$ cat config.mk
export PLATFORM = sky130hd
export DESIGN_NAME = pp_gen_pipe
export DESIGN_NICKNAME = d
export VERILOG_FILES = /design/src/rtl/pp_gen_pipe.sv
export SDC_FILE = /design/constraint.sdc
export NUM_CORES = 1
export LEC_CHECK = 0
export ABC_CLOCK_PERIOD_IN_PS = 4500
export CORE_MARGIN = 4
export CORE_UTILIZATION = 35
export DETAILED_ROUTE_END_ITERATION = 12
export PLACE_DENSITY_LB_ADDON = 0.12
export SLEW_MARGIN = 20
export SYNTH_ARGS = -nofsm -noshare
export SYNTH_HDL_FRONTEND = slang
export SYNTH_SLANG_ARGS = --single-unit
$ cat constraint.sdc
create_clock -name clk -period 4.5 [get_ports clk]
set_input_delay 0.9 -clock clk [delete_from_list [all_inputs] [get_ports clk]]
set_output_delay 0.9 -clock clk [all_outputs]
set_load 0.005 [all_outputs]
$ cat src/rtl/pp_gen_pipe.sv
// ---------------------------------------------------------------------------
// pp_gen_pipe
//
// Pipelined partial-product generator that feeds the Dadda reduction tree.
// It accepts one WIDTH x WIDTH operand pair per cycle over a valid/ready
// handshake and forms all WIDTH partial-product rows in one AND/XOR level.
// Rows are plain AND terms (unsigned) or Baugh-Wooley terms (signed). Results
// wait in a 2-entry output buffer, so reduction-tree back-pressure never
// drops an operation.
//
// Parameters
//   WIDTH      operand width in bits (4..32)
//   SIGNED_EN  1 enables signed (Baugh-Wooley) rows; 0 ties signed mode off
//
// Ports
//   clk          rising-edge clock
//   rst_n        asynchronous active-low reset
//   in_valid     operand pair present
//   in_ready     block can accept a pair this cycle (from registered count)
//   a, b         multiplicand / multiplier
//   signed_mode  sampled with a/b; 1 = two's-complement operands
//   out_valid    buffer head holds a result
//   out_ready    consumer takes the head this cycle
//   pp           flattened rows, pp[i*WIDTH+j] = row i bit j, weight 2^i
//   pp_signed    head was built with Baugh-Wooley rows; the tree adds a 1 at
//                columns WIDTH and 2*WIDTH-1
//   pp_zero      head operand pair had a == 0 or b == 0
// ---------------------------------------------------------------------------
module pp_gen_pipe #(
    parameter int WIDTH     = 8,
    parameter bit SIGNED_EN = 1'b1
) (
    input  logic                     clk,
    input  logic                     rst_n,
    input  logic                     in_valid,
    output logic                     in_ready,
    input  logic [WIDTH-1:0]         a,
    input  logic [WIDTH-1:0]         b,
    input  logic                     signed_mode,
    output logic                     out_valid,
    input  logic                     out_ready,
    output logic [WIDTH*WIDTH-1:0]   pp,
    output logic                     pp_signed,
    output logic                     pp_zero
);

    localparam int N = WIDTH * WIDTH;

    // Buffer storage: slot 0 is always the head, slot 1 the entry behind it.
    logic [1:0]   count_q, count_d;
    logic [N-1:0] head_pp_q, head_pp_d;
    logic         head_sgn_q, head_sgn_d;
    logic         head_zero_q, head_zero_d;
    logic [N-1:0] tail_pp_q, tail_pp_d;
    logic         tail_sgn_q, tail_sgn_d;
    logic         tail_zero_q, tail_zero_d;

    logic         eff_signed;
    logic [N-1:0] rows_new;
    logic         zero_new;
    logic         push;
    logic         pop;

    assign eff_signed = signed_mode & SIGNED_EN;
    assign zero_new   = (a == '0) | (b == '0);

    // Row generation. In signed mode the terms of the last row and the last
    // column are inverted, except the corner term where both hold: those
    // carry the sign weight and become positive once the tree adds the two
    // Baugh-Wooley constants.
    always_comb begin
        rows_new = '0;
        for (int i = 0; i < WIDTH; i++) begin
            for (int j = 0; j < WIDTH; j++) begin
                rows_new[i*WIDTH+j] = (a[j] & b[i])
                                    ^ (eff_signed & ((i == WIDTH-1) != (j == WIDTH-1)));
            end
        end
    end

    // Handshake flags come only from the registered count, so there is no
    // combinational path from out_ready to in_ready.
    assign in_ready  = (count_q != 2'd2);
    assign out_valid = (count_q != 2'd0);
    assign push      = in_valid & in_ready;
    assign pop       = out_valid & out_ready;

    // Buffer next state. A pop shifts the tail forward (or clears the head
    // when it was the only entry) so vacated slots always read as zero. A
    // push then lands in the first free slot, which at count 1 with a
    // simultaneous pop is the head itself.
    always_comb begin
        count_d     = count_q;
        head_pp_d   = head_pp_q;
        head_sgn_d  = head_sgn_q;
        head_zero_d = head_zero_q;
        tail_pp_d   = tail_pp_q;
        tail_sgn_d  = tail_sgn_q;
        tail_zero_d = tail_zero_q;

        if (pop) begin
            head_pp_d   = tail_pp_q;
            head_sgn_d  = tail_sgn_q;
            head_zero_d = tail_zero_q;
            tail_pp_d   = '0;
            tail_sgn_d  = 1'b0;
            tail_zero_d = 1'b0;
        end

        if (push) begin
            if ((count_q == 2'd0) || pop) begin
                head_pp_d   = rows_new;
                head_sgn_d  = eff_signed;
                head_zero_d = zero_new;
            end else begin
                tail_pp_d   = rows_new;
                tail_sgn_d  = eff_signed;
                tail_zero_d = zero_new;
            end
        end

        if (push && !pop) begin
            count_d = count_q + 2'd1;
        end else if (pop && !push) begin
            count_d = count_q - 2'd1;
        end
    end

    // State registers; reset discards every in-flight entry.
    always_ff @(posedge clk or negedge rst_n) begin
        if (!rst_n) begin
            count_q     <= 2'd0;
            head_pp_q   <= '0;
            head_sgn_q  <= 1'b0;
            head_zero_q <= 1'b0;
            tail_pp_q   <= '0;
            tail_sgn_q  <= 1'b0;
            tail_zero_q <= 1'b0;
        end else begin
            count_q     <= count_d;
            head_pp_q   <= head_pp_d;
            head_sgn_q  <= head_sgn_d;
            head_zero_q <= head_zero_d;
            tail_pp_q   <= tail_pp_d;
            tail_sgn_q  <= tail_sgn_d;
            tail_zero_q <= tail_zero_d;
        end
    end

    assign pp        = head_pp_q;
    assign pp_signed = head_sgn_q;
    assign pp_zero   = head_zero_q;

endmodule

## After elaboration in Yosys (flattened, before gate mapping)

Cells that the tools add are included.

- ROM bits: 0
- Output and inout bits: 68
- Register bits after elaboration: 134
- Word-level logic and storage cells: 121
- Bits in writable memories: 0
- Latch bits: 0
- Input port bits: 21
- Memories: 0

- Reduce and logical (&&, ||, !) cells: 10
- Bitwise gates (word level): 81
- Divide/modulo/power cells: 0
- Order comparisons: 0
- Multiply operators: 0
- Eq/ne operators: 1
- Mux-type cells: 20
- $add $sub $neg: 2
- Shift operators: 0

Operators by type and width:

| kind | number |
|---|---|
| two-way mux 64 bit | 6 |
| bitwise AND 1 bit | 66 |
| logical NOT 8 bit | 2 |
| XOR 1 bit | 14 |
| two-way mux 1 bit | 12 |
| two-way mux 2 bit | 2 |
| nonzero test 2 bit | 2 |
| adder 2 x 1 -> 2 bit (second input constant) | 1 |
| logical AND 1 bit | 2 |
| logical NOT 1 bit | 2 |
| logical NOT 2 bit | 1 |
| inequality test 2 bit (second input constant) | 1 |
| subtractor 2 x 1 -> 2 bit (second input constant) | 1 |
| logical OR 1 bit | 1 |
| OR 1 bit | 1 |

## Longest topological paths before layout

Gate-level depths: netlist of run 1.

- Word-level depth: 6
- Depth in mapped cells: 8
- Depth with buffers taken out: 6

## Least setup slack after synthesis of run 1

Ideal clock, no wire load.

- Kind: input to register
- Start point: in out_ready
- End point: reg count_q[1]
- Stages on the path: 7
- Required time: 4.375 ns
- Buffers on the path: 2
- Setup slack: 2.513 ns
- Setup time: 0.125 ns
- Data arrival time: 1.861 ns
- Cell sequence: o21ai_2 buf_4 buf_4 ha_1 xor2_1 nor2_1 xor2_1

- Word-level cells in the longest chain between the ends: 4
- Elaborated cells between the ends (all ways): 6
- Those cells by class: mux (1); bitwise (1); reduce/logical (4)

RTL lines:

| element | RTL line | RTL |
|---|---|---|
| start: declaration | 41 | `input logic out_ready,` |
| bitwise AND 1 bit (*) | 86 | `assign pop = out_valid & out_ready;` |
| logical NOT 1 bit | 122 | `if (push && !pop) begin` |
| logical AND 1 bit | 122 |  |
| two-way mux 2 bit / nonzero test 2 bit (equally long branches) | n/a |  |
| end signal: assignment | 140 | `count_q <= count_d;` |
| end: declaration | 50 | `logic [1:0] count_q, count_d;` |

Mark *: on every way between the ends. The rest lies on a longest branch, timed or not.
A chain may end at the register's enable or synchronous reset.

## Worst setup path after layout of run 1

- Start point: in out_ready
- End point: reg tail_pp_q[48]

- Word-level cells in the longest chain between the ends: 4
- Elaborated cells between the ends (all ways): 5
- Those cells by class: mux (3); bitwise (1); reduce/logical (1)

RTL lines:

| element | RTL line | RTL |
|---|---|---|
| bitwise AND 1 bit (*) | 86 |  |
| two-way mux 64 bit / logical OR 1 bit (equally long branches) | 101, 111 |  |
| two-way mux 64 bit | 111 | `if ((count_q == 2'd0) \|\| pop) begin` |
| two-way mux 64 bit (*) | 110 | `if (push) begin` |
| via tail_pp_d[48] | 54 | `logic [N-1:0] tail_pp_q, tail_pp_d;` |
| end signal: assignment | 144 | `tail_pp_q <= tail_pp_d;` |
| end: declaration | 54 |  |

Mark *: on every way through the listed nets, which the timed path passes. The rest lies on a longest branch.

==> results of run 1 <==
[cell families after synthesis]
kind of cell             Yosys count
XOR/XNOR                          17
AND/OR/NAND/NOR                   67
adder cells (fa/ha/maj)            1
flip-flops                       134
AO/OA/AOI/OAI                    184
multiplexers                      66
buffers and inverters             63
[critical path, cell delays in order]
cell,delay [ns]
clkdlybuf4s50_1,0.56
nand3b_1,0.47
and2_2,0.25
buf_4,0.59
a22o_1,0.26
[placed cells by master, fill, tap and decap left out]
| cell | instances |
|---|---|
| a21oi_1 | 99 |
| mux2_2 | 14 |
| xnor2_1 | 1 |
| buf_4 | 5 |
| clkbuf_8 | 5 |
| o21ai_4 | 1 |
| or2_4 | 1 |
| a21oi_2 | 2 |
| mux2i_1 | 52 |
| o21ai_1 | 12 |
| clkinv_2 | 2 |
| o21ai_0 | 16 |
| buf_12 | 2 |
| ha_1 | 1 |
| o21a_1 | 1 |
| clkinv_4 | 1 |
| nand2_1 | 48 |
| nor4_1 | 4 |
| nand2b_1 | 1 |
| a22o_1 | 51 |
| buf_6 | 1 |
| clkbuf_16 | 17 |
| xor2_1 | 16 |
| and2_2 | 1 |
| a21bo_4 | 1 |
| clkinvlp_4 | 1 |
| clkbuf_1 | 3 |
| a32o_1 | 1 |
| bufinv_16 | 3 |
| clkdlybuf4s50_1 | 87 |
| nor2_1 | 3 |
| and2_1 | 8 |
| dfrtp_1 | 134 |
| nand3b_1 | 1 |
[sequential cells by signal (all words and copies together), names as in the netlist]
name and count:
count_q 2, pp 64, pp_signed 1, pp_zero 1, tail_pp_q 64, tail_sgn_q 1, tail_zero_q 1
[per-stage QoR]
stage                     util [%]  power [uW]  hold slack (ns)  instances
after floorplan                  -        2753           0.4460        532
after global placement       41.28        3504           0.4583        784
after detailed placement     41.28        3541           0.4671        784
after CTS                    45.02        5009           0.4791        816
after global routing         45.04        5238           0.5074        816
final                        45.04        4943           0.4756        816
[path summary, 6_finish.rpt]
kind,startpoint,end,slack (ns),depth (start not counted)
max reg2reg,count_q[0],tail_pp_q[48],2.33,4
min reg2reg,tail_pp_q[60],tail_pp_q[60],0.48,2
min,tail_pp_q[60],tail_pp_q[60],0.48,2
max,out_ready,tail_pp_q[48],1.77,5
min in group asynchronous,rst_n,pp[52],0.54,1
max in group asynchronous,rst_n,tail_pp_q[42],3.20,2
[power by group through the flow]
| stage | registers, uW | clock network, uW | logic [uW] |
|---|---|---|---|
| 4_1_cts | 1840 | 1480 | 1690 |
| 6_report | 1830 | 1450 | 1660 |
| 5_1_grt | 1880 | 1530 | 1820 |
| 3_3_place_gp | 1850 | 0 | 1650 |
| 2_1_floorplan | 1800 | 0 | 951 |
| 3_5_place_dp | 1860 | 0 | 1680 |
[routing by layer]
layer	GRT usage (%)	vias to the layer above	wire (microns)
met1	23.95	2118	7721
met3	4.828	14	816
li1	-	1994	-
met5	0	-	0
met2	24.79	122	7376
met4	4.480	0	184
[area by class of cell]
class,instances,area [sq um],share of cell area (%)
tap,220,275.3,3.672
timing repair buffer,95,959.7,12.80
multi-input combinational,335,2286,30.50
clock buffer,25,505.5,6.743
clock inverter,7,116.4,1.552
sequential,134,3353,44.73
==> out/metrics.yaml, run 1 <==
status: "complete, no violations"
worst_pin_slew_ns: 0.8666
synth_cells: 532
gp_congestion: 0.7051
setup_viol_count_final: 0
syn_avg_cell_area_sq_um: 11.23
nNetsFinal: 605
synth_compound_area_share_pct: 19.01
synth_top_family_by_area: "compound AO/OA/AOI/OAI gates"
drive_above_1_share_pct: 9.564
synth_enable_flop_cells: 0
synth_fa_ha_area_share_pct: 0.2094
preCtsSetupSlack_ns: 1.369
async_flop_share_pct: 100.0
clockRootBuffer: "clkbuf_16"
path_class: "input port to flop"
die_h_microns: 138.7
num_antenna_cells: 0
grt_pass1_vias: 4237
hold_buffers: 0
synth-seq-cells: 134
pin_count: 89
power.net_switching_uw: 1497
finalMaxSlewViolations: 0
timing.final.crit_share_pct: 60.65
start_util_pct: 35.91
rsz0062_at_grt: "no"
clk_path_buf_depth: 2
worst_ep_required_time_ns: 4.84
cts_tree: "built"
relSlewSlack_pct: 42.04
dpl_cell_area_sq_um: 6870
yosysWarnings: 0
fillCellCount: 1547
synth_top_area_share_pct: 56.11
synthMuxAreaShare_pct: 11.35
routed_via_density: 5.206
fp.dieW_microns: 138.7
path_clk_slew_ns: 0.06
post_cts_resized: 0
drt_iter0_drc: 234
p_int_uw: 3446
h-tree-depth: 4
drc_errors: 0
syn_nets: 554
track_usage_pct: 16.67
clk_latency_ns: 0.41
hp-class: "flop to flop"
grt-ovfl-total: 0
synthTopCellsByArea: "dfrtp_1 (56%), mux2i_1 (8.7%), a21oi_1 (8.3%), a22o_1 (7.5%), nand2_1 (3.0%)"
synth_xor_area_share_pct: 2.492
grt_pass1_wl_microns: 25080
yosys-top-cells-count: "dfrtp_1 (134), a21oi_1 (99), mux2i_1 (52)"
postCtsSetupRepairBufs: 0
seqPwrFrac_pct: 37.1
cp-start-kind: "input port"
clkSinkCount: 134
vias: 4248
cp_max_fo: 66
wl_microns: 16100
rows: 47
synthSimpleGateAreaFrac_pct: 4.941
peakVddDrop_v: 0.0003031
hold_viol: 0
end_kind: "flop"
routedWlPerCell_microns: 19.73
netlist_area_sq_um: 5976
period_minus_slack_ns: 2.729
swShare_pct: 30.28
cap_violations: 0
portBuffers: 88
max_freq_ghz: 0.3664
ys_types: 28
dp_hpwl_microns: 9562
setup_tns_ns: 0
antenna_found_initial: 0
grt_max_degree: 79
power_frac_clock_pct: 29.3
ant_nets: 0
fin_ws_ns: 1.771
clock_skew_ns: 0.006979
synthFlopType: "dfrtp_1"
p_per_area_nw_per_um2: 659.4
yosysMostFrequentCell: "dfrtp_1"
p_leak_uw: 0.003461
arrival_ns: 3.07
die_area_sq_um: 19230
yosysSeqAreaShare_pct: 56.11
area_growth_pct: 25.44
synth_top_area_cell: "dfrtp_1"
pwr-share-comb_pct: 33.6
numCtsBuffers: 17
drt_pass1_iterations: 5
final_area_sq_um: 7496
coreArea_sq_um: 16640
Power figures use the tool's default switching activity.
==> inputs of run 2 (changes only) <==
--- a/config.mk
+++ b/config.mk
@@ -5,7 +5,7 @@
 export SDC_FILE = /design/constraint.sdc
 export NUM_CORES = 1
 export LEC_CHECK = 0
-export ABC_CLOCK_PERIOD_IN_PS = 4500
+export ABC_CLOCK_PERIOD_IN_PS = 2600
 export CORE_MARGIN = 4
 export CORE_UTILIZATION = 35
 export DETAILED_ROUTE_END_ITERATION = 12
==> constraint.sdc (replaced) <==
create_clock -name clk -period 2.6 [get_ports clk]
set_input_delay 0.52 -clock clk [delete_from_list [all_inputs] [get_ports clk]]
set_output_delay 0.52 -clock clk [all_outputs]
set_load 0.005 [all_outputs]
==> run 2 against run 1 <==
Net effect: cell area increased by 3.9%; via count rose by 4.3%; clock power grew 77%; largest cell class unchanged; largest power group unchanged.
==> out/metrics.yaml, run 2 (synthesis gave the netlist of run 1 again) <==
h-tree-depth: 4
dp_hpwl_microns: 10820
num_antenna_cells: 0
final_area_sq_um: 7785
fillCellCount: 1533
startpoint: "count_q[0]"
layout_common_cells: "dfrtp_1 (134), a21oi_1 (99), clkdlybuf4s50_1 (87)"
setup_tns_ns: 0
relSlewSlack_pct: 57.04
hold_viol: 0
p_leak_uw: 0.003623
clkSinkCount: 134
clock_skew_ns: 0.005312
end_kind: "output pin"
clockRootBuffer: "clkbuf_16"
grt_pass1_wl_microns: 26740
track_usage_pct: 17.86
timing.final.crit_share_pct: 82.88
portBuffers: 88
grt_pass1_vias: 4492
peakVddDrop_v: 0.0005106
routed_via_density: 5.241
worst_ep_required_time_ns: 2.08
final_common_cell: "dfrtp_1"
die_area_sq_um: 19230
clk_latency_ns: 0.42
fp.dieW_microns: 138.7
dpl_cell_area_sq_um: 7143
start_util_pct: 35.91
drive_above_1_share_pct: 14.08
grt_max_degree: 79
grt-ovfl-total: 0
wl_microns: 17100
clk_path_buf_depth: 2
post_cts_resized: 0
drt_pass1_iterations: 5
numCtsBuffers: 17
rsz0062_at_grt: "no"
finalMaxSlewViolations: 0
rr_startpoint: "count_q[0]"
max_freq_ghz: 0.4641
worst_pin_slew_ns: 0.6425
hp-class: "input port to asynchronous set/reset pin"
rows: 47
cts_tree: "built"
period_minus_slack_ns: 2.155
path_clk_slew_ns: 0.06
cp-start-kind: "flop"
drc_errors: 0
drt_iter0_drc: 337
vias: 4429
arrival_ns: 1.63
pin_count: 89
ant_nets: 0
cap_violations: 0
antenna_found_initial: 2
cp_max_fo: 8
p_per_area_nw_per_um2: 1129
gp_congestion: 0.7573
nNetsFinal: 634
routedWlPerCell_microns: 20.24
postCtsSetupRepairBufs: 0
die_h_microns: 138.7
coreArea_sq_um: 16640
path_class: "flop to output pin"
setup_viol_count_final: 0
area_growth_pct: 30.28
status: "complete, no violations"
-- run 2: cell count changes in the layout (fill, tap and decap cells not counted) --
| cell | change |
|---|---|
| buf_4 | +24 |
| buf_12 | +5 |
| dlygate4sd3_1 | +1 |
| clkinvlp_4 | +3 |
| clkbuf_8 | -3 |
| clkinv_2 | +2 |
| buf_6 | -1 |
| bufinv_16 | +1 |
| clkbuf_1 | -3 |
-- run 2: metal layers --
metal	vias to the layer above	GRT usage, %	wire length [microns]	share of wire, %
met4	2	5.767	197	1.2
met5	-	0	13	0.076
li1	2049	-	-	-
met1	2232	25.15	8195	48
met3	19	4.621	849	5.0
met2	127	27.08	7843	46
-- run 2: area by class of cell --
class	instances	area [sq um]	share of cell area, %
flip-flops and latches	134	3353	43.07
multi-input cells	335	2286	29.36
repair buffers	124	1239	15.91
clock buffers	19	452.9	5.818
well taps	220	275.3	3.536
clock inverters	13	178.9	2.298
-- run 2: path summary, 6_finish.rpt --
kind                                  to  slack, ns  cells past startpoint
max reg2reg                       pp[19]       0.78                      5
max                            out_valid       0.45                      2
max in group asynchronous  tail_pp_q[18]       1.54                      3
min reg2reg                tail_pp_q[60]       0.48                      2
min                           count_q[1]       0.44                      2
min in group clk           tail_pp_q[60]       0.48                      2
-- run 2: per-stage QoR --
stage	total power, uW	std cells	setup slack [ns]	utilization, %	hold WS, ns
global placement	6247	812	0.3707	42.92	0.3368
detailed placement	6290	812	0.3277	42.92	0.3342
floorplan	4765	532	0.9340	-	0.2244
CTS	8892	845	0.4246	46.78	0.4392
global route	9290	845	0.3384	46.78	0.4391
finish	8791	845	0.4451	46.78	0.4430
-- run 2: where the power goes --
part | switching (uW) | internal, uW | leakage, uW | total, uW
registers | 439 | 2750 | 0.00175 | 3190
logic | 1350 | 1680 | 0.00157 | 3030
clock network | 923 | 1650 | 0.000301 | 2570
-- run 2: what timing repair did --
action | 4_1_cts | 5_1_grt
endpoints found under the hold margin | 2 | 0
endpoints found under the setup margin | 0 | 0
hold buffers | 1 | 0
-- run 2: critical path: stages, from the launching register on --
cell             delay [ns]
dfrtp_1                0.49
or2_4                  0.28
clkdlybuf4s50_1        0.44
==> inputs of run 3 (changes only) <==
--- a/config.mk
+++ b/config.mk
@@ -5,7 +5,7 @@
 export SDC_FILE = /design/constraint.sdc
 export NUM_CORES = 1
 export LEC_CHECK = 0
-export ABC_CLOCK_PERIOD_IN_PS = 2600
+export ABC_CLOCK_PERIOD_IN_PS = 2100
 export CORE_MARGIN = 4
 export CORE_UTILIZATION = 35
 export DETAILED_ROUTE_END_ITERATION = 12
==> constraint.sdc (replaced) <==
create_clock -name clk -period 2.1 [get_ports clk]
set_input_delay 0.42 -clock clk [delete_from_list [all_inputs] [get_ports clk]]
set_output_delay 0.42 -clock clk [all_outputs]
set_load 0.005 [all_outputs]
==> run 3 against run 2 <==
Net effect: first-iteration DRC count decreased by 31%; sequential cell count stayed put; sequential power grew 23%; core utilization increased by 0.14 points; clock power grew 9.3%; combinational power rose by 26%; cell count is 1.1% higher; worst hold slack improved by 0.029 ns; count of clock-buffer cells in the layout rose by 5; worst setup slack got worse by 0.35 ns.
==> out/metrics.yaml, run 3 (synthesis gave the netlist of run 1 again) <==
regArea_sq_um: 3354
ff2ff_path_depth: 5
cts_tree: "built"
start_util_pct: 35.91
worst_pin_slew_ns: 0.5208
max_freq_ghz: 0.4980
drt_iter0_drc: 232
clk_path_buf_depth: 2
fin_ws_ns: 0.09205
die_area_sq_um: 19230
grt_max_degree: 65
wl_microns: 16640
hp-class: "flop to flop"
preCtsSetupSlack_ns: 0.07623
fp.dieW_microns: 138.7
cp-start-kind: "flop"
arrival_ns: 1.59
clkSinkCount: 134
h-tree-depth: 4
gp_congestion: 0.7827
path_class: "flop to output pin"
postCtsSetupRepairBufs: 0
numCtsBuffers: 17
grt_pass1_vias: 4494
p_per_area_nw_per_um2: 1351
timing.final.crit_share_pct: 95.62
setup_tns_ns: 0
clock_skew_ns: 0.008223
track_usage_pct: 17.38
final_common_cell: "dfrtp_1"
routedWlPerCell_microns: 19.48
hold_viol: 0
drc_errors: 0
grt-ovfl-total: 0
die_h_microns: 138.7
cap_violations: 0
worst_ep_required_time_ns: 1.68
fillCellCount: 1552
cp_max_fo: 8
nNetsFinal: 644
drt_pass1_iterations: 4
num_antenna_cells: 0
pin_count: 89
clockRootBuffer: "clkbuf_16"
antenna_found_initial: 0
vias: 4347
drive_above_1_share_pct: 14.83
portBuffers: 88
area_growth_pct: 30.67
end_kind: "output pin"
relSlewSlack_pct: 65.17
final_cells: 854
ant_nets: 0
power_uw: 10550
peakVddDrop_v: 0.0006686
p_leak_uw: 0.003647
finalMaxSlewViolations: 0
setup_viol_count_final: 0
dp_cells: 822
layout_common_cells: "dfrtp_1 (133), a21oi_1 (99), clkdlybuf4s50_1 (87)"
path_clk_slew_ns: 0.06
coreArea_sq_um: 16640
whs_ns: 0.4719
min_path_cells: 2
grt_pass1_wl_microns: 26040
multi_input_area_sq_um: 2286
rows: 47
rsz0062_at_grt: "no"
clk_latency_ns: 0.42
status: "complete, no violations"
dp_hpwl_microns: 11230
routed_via_density: 5.090
period_minus_slack_ns: 2.008
## run 3: area by class of cell
type / instances / share of cell area, %
clock buffer: 24 / 6.169
multi-input combinational: 335 / 29.27
clock inverter: 7 / 0.9293
sequential: 134 / 42.96
tap: 220 / 3.525
timing repair buffer: 134 / 17.14
## run 3: path summary, 6_finish.rpt
| kind | end | slack [ns] | startpoint |
|---|---|---|---|
| worst max-delay path | out_valid | 0.09 | count_q[0] |
| worst min-delay path | tail_pp_q[57] | 0.47 | tail_pp_q[57] |
| min in group asynchronous | count_q[0] | 0.50 | rst_n |
| worst max register to register | pp[57] | 0.52 | count_q[1] |
| worst min register to register | tail_pp_q[57] | 0.47 | tail_pp_q[57] |
| max in group asynchronous | pp[17] | 0.91 | rst_n |
## run 3: report_power, final
| group | switching (uW) | internal [uW] | total [uW] |
|---|---|---|---|
| sequential | 522 | 3400 | 3930 |
| clock | 1090 | 1710 | 2810 |
| combinational | 1660 | 2150 | 3810 |
| total | 3280 | 7270 | 10500 |
## run 3: layer usage
layer	track usage (%)	share of wire [%]	up-vias
met2	26.52	45	102
met3	3.897	4.1	20
li1	-	-	2065
met5	0	0	-
met4	6.128	1.7	0
met1	24.51	49	2160
## run 3: repair_timing
| item | in CTS | in global routing |
|---|---|---|
| hold endpoints to repair | 31 | 0 |
| setup endpoints to repair | 0 | 1 |
| hold buffers | 1 | 0 |
| gates resized for setup | 0 | 1 |
## run 3: worst max-delay path, stage by stage (launching register included)
cell and delay (ns):
dfrtp_2 0.47, or2_4 0.26, clkdlybuf4s50_1 0.44
## run 3: stage by stage
step                      area [sq um]  util [%]
after global routing              7809     46.92
after CTS                         7807     46.91
final                             7809     46.92
after floorplan                   5976         -
after detailed placement          7243     43.52
after global placement            7243     43.52
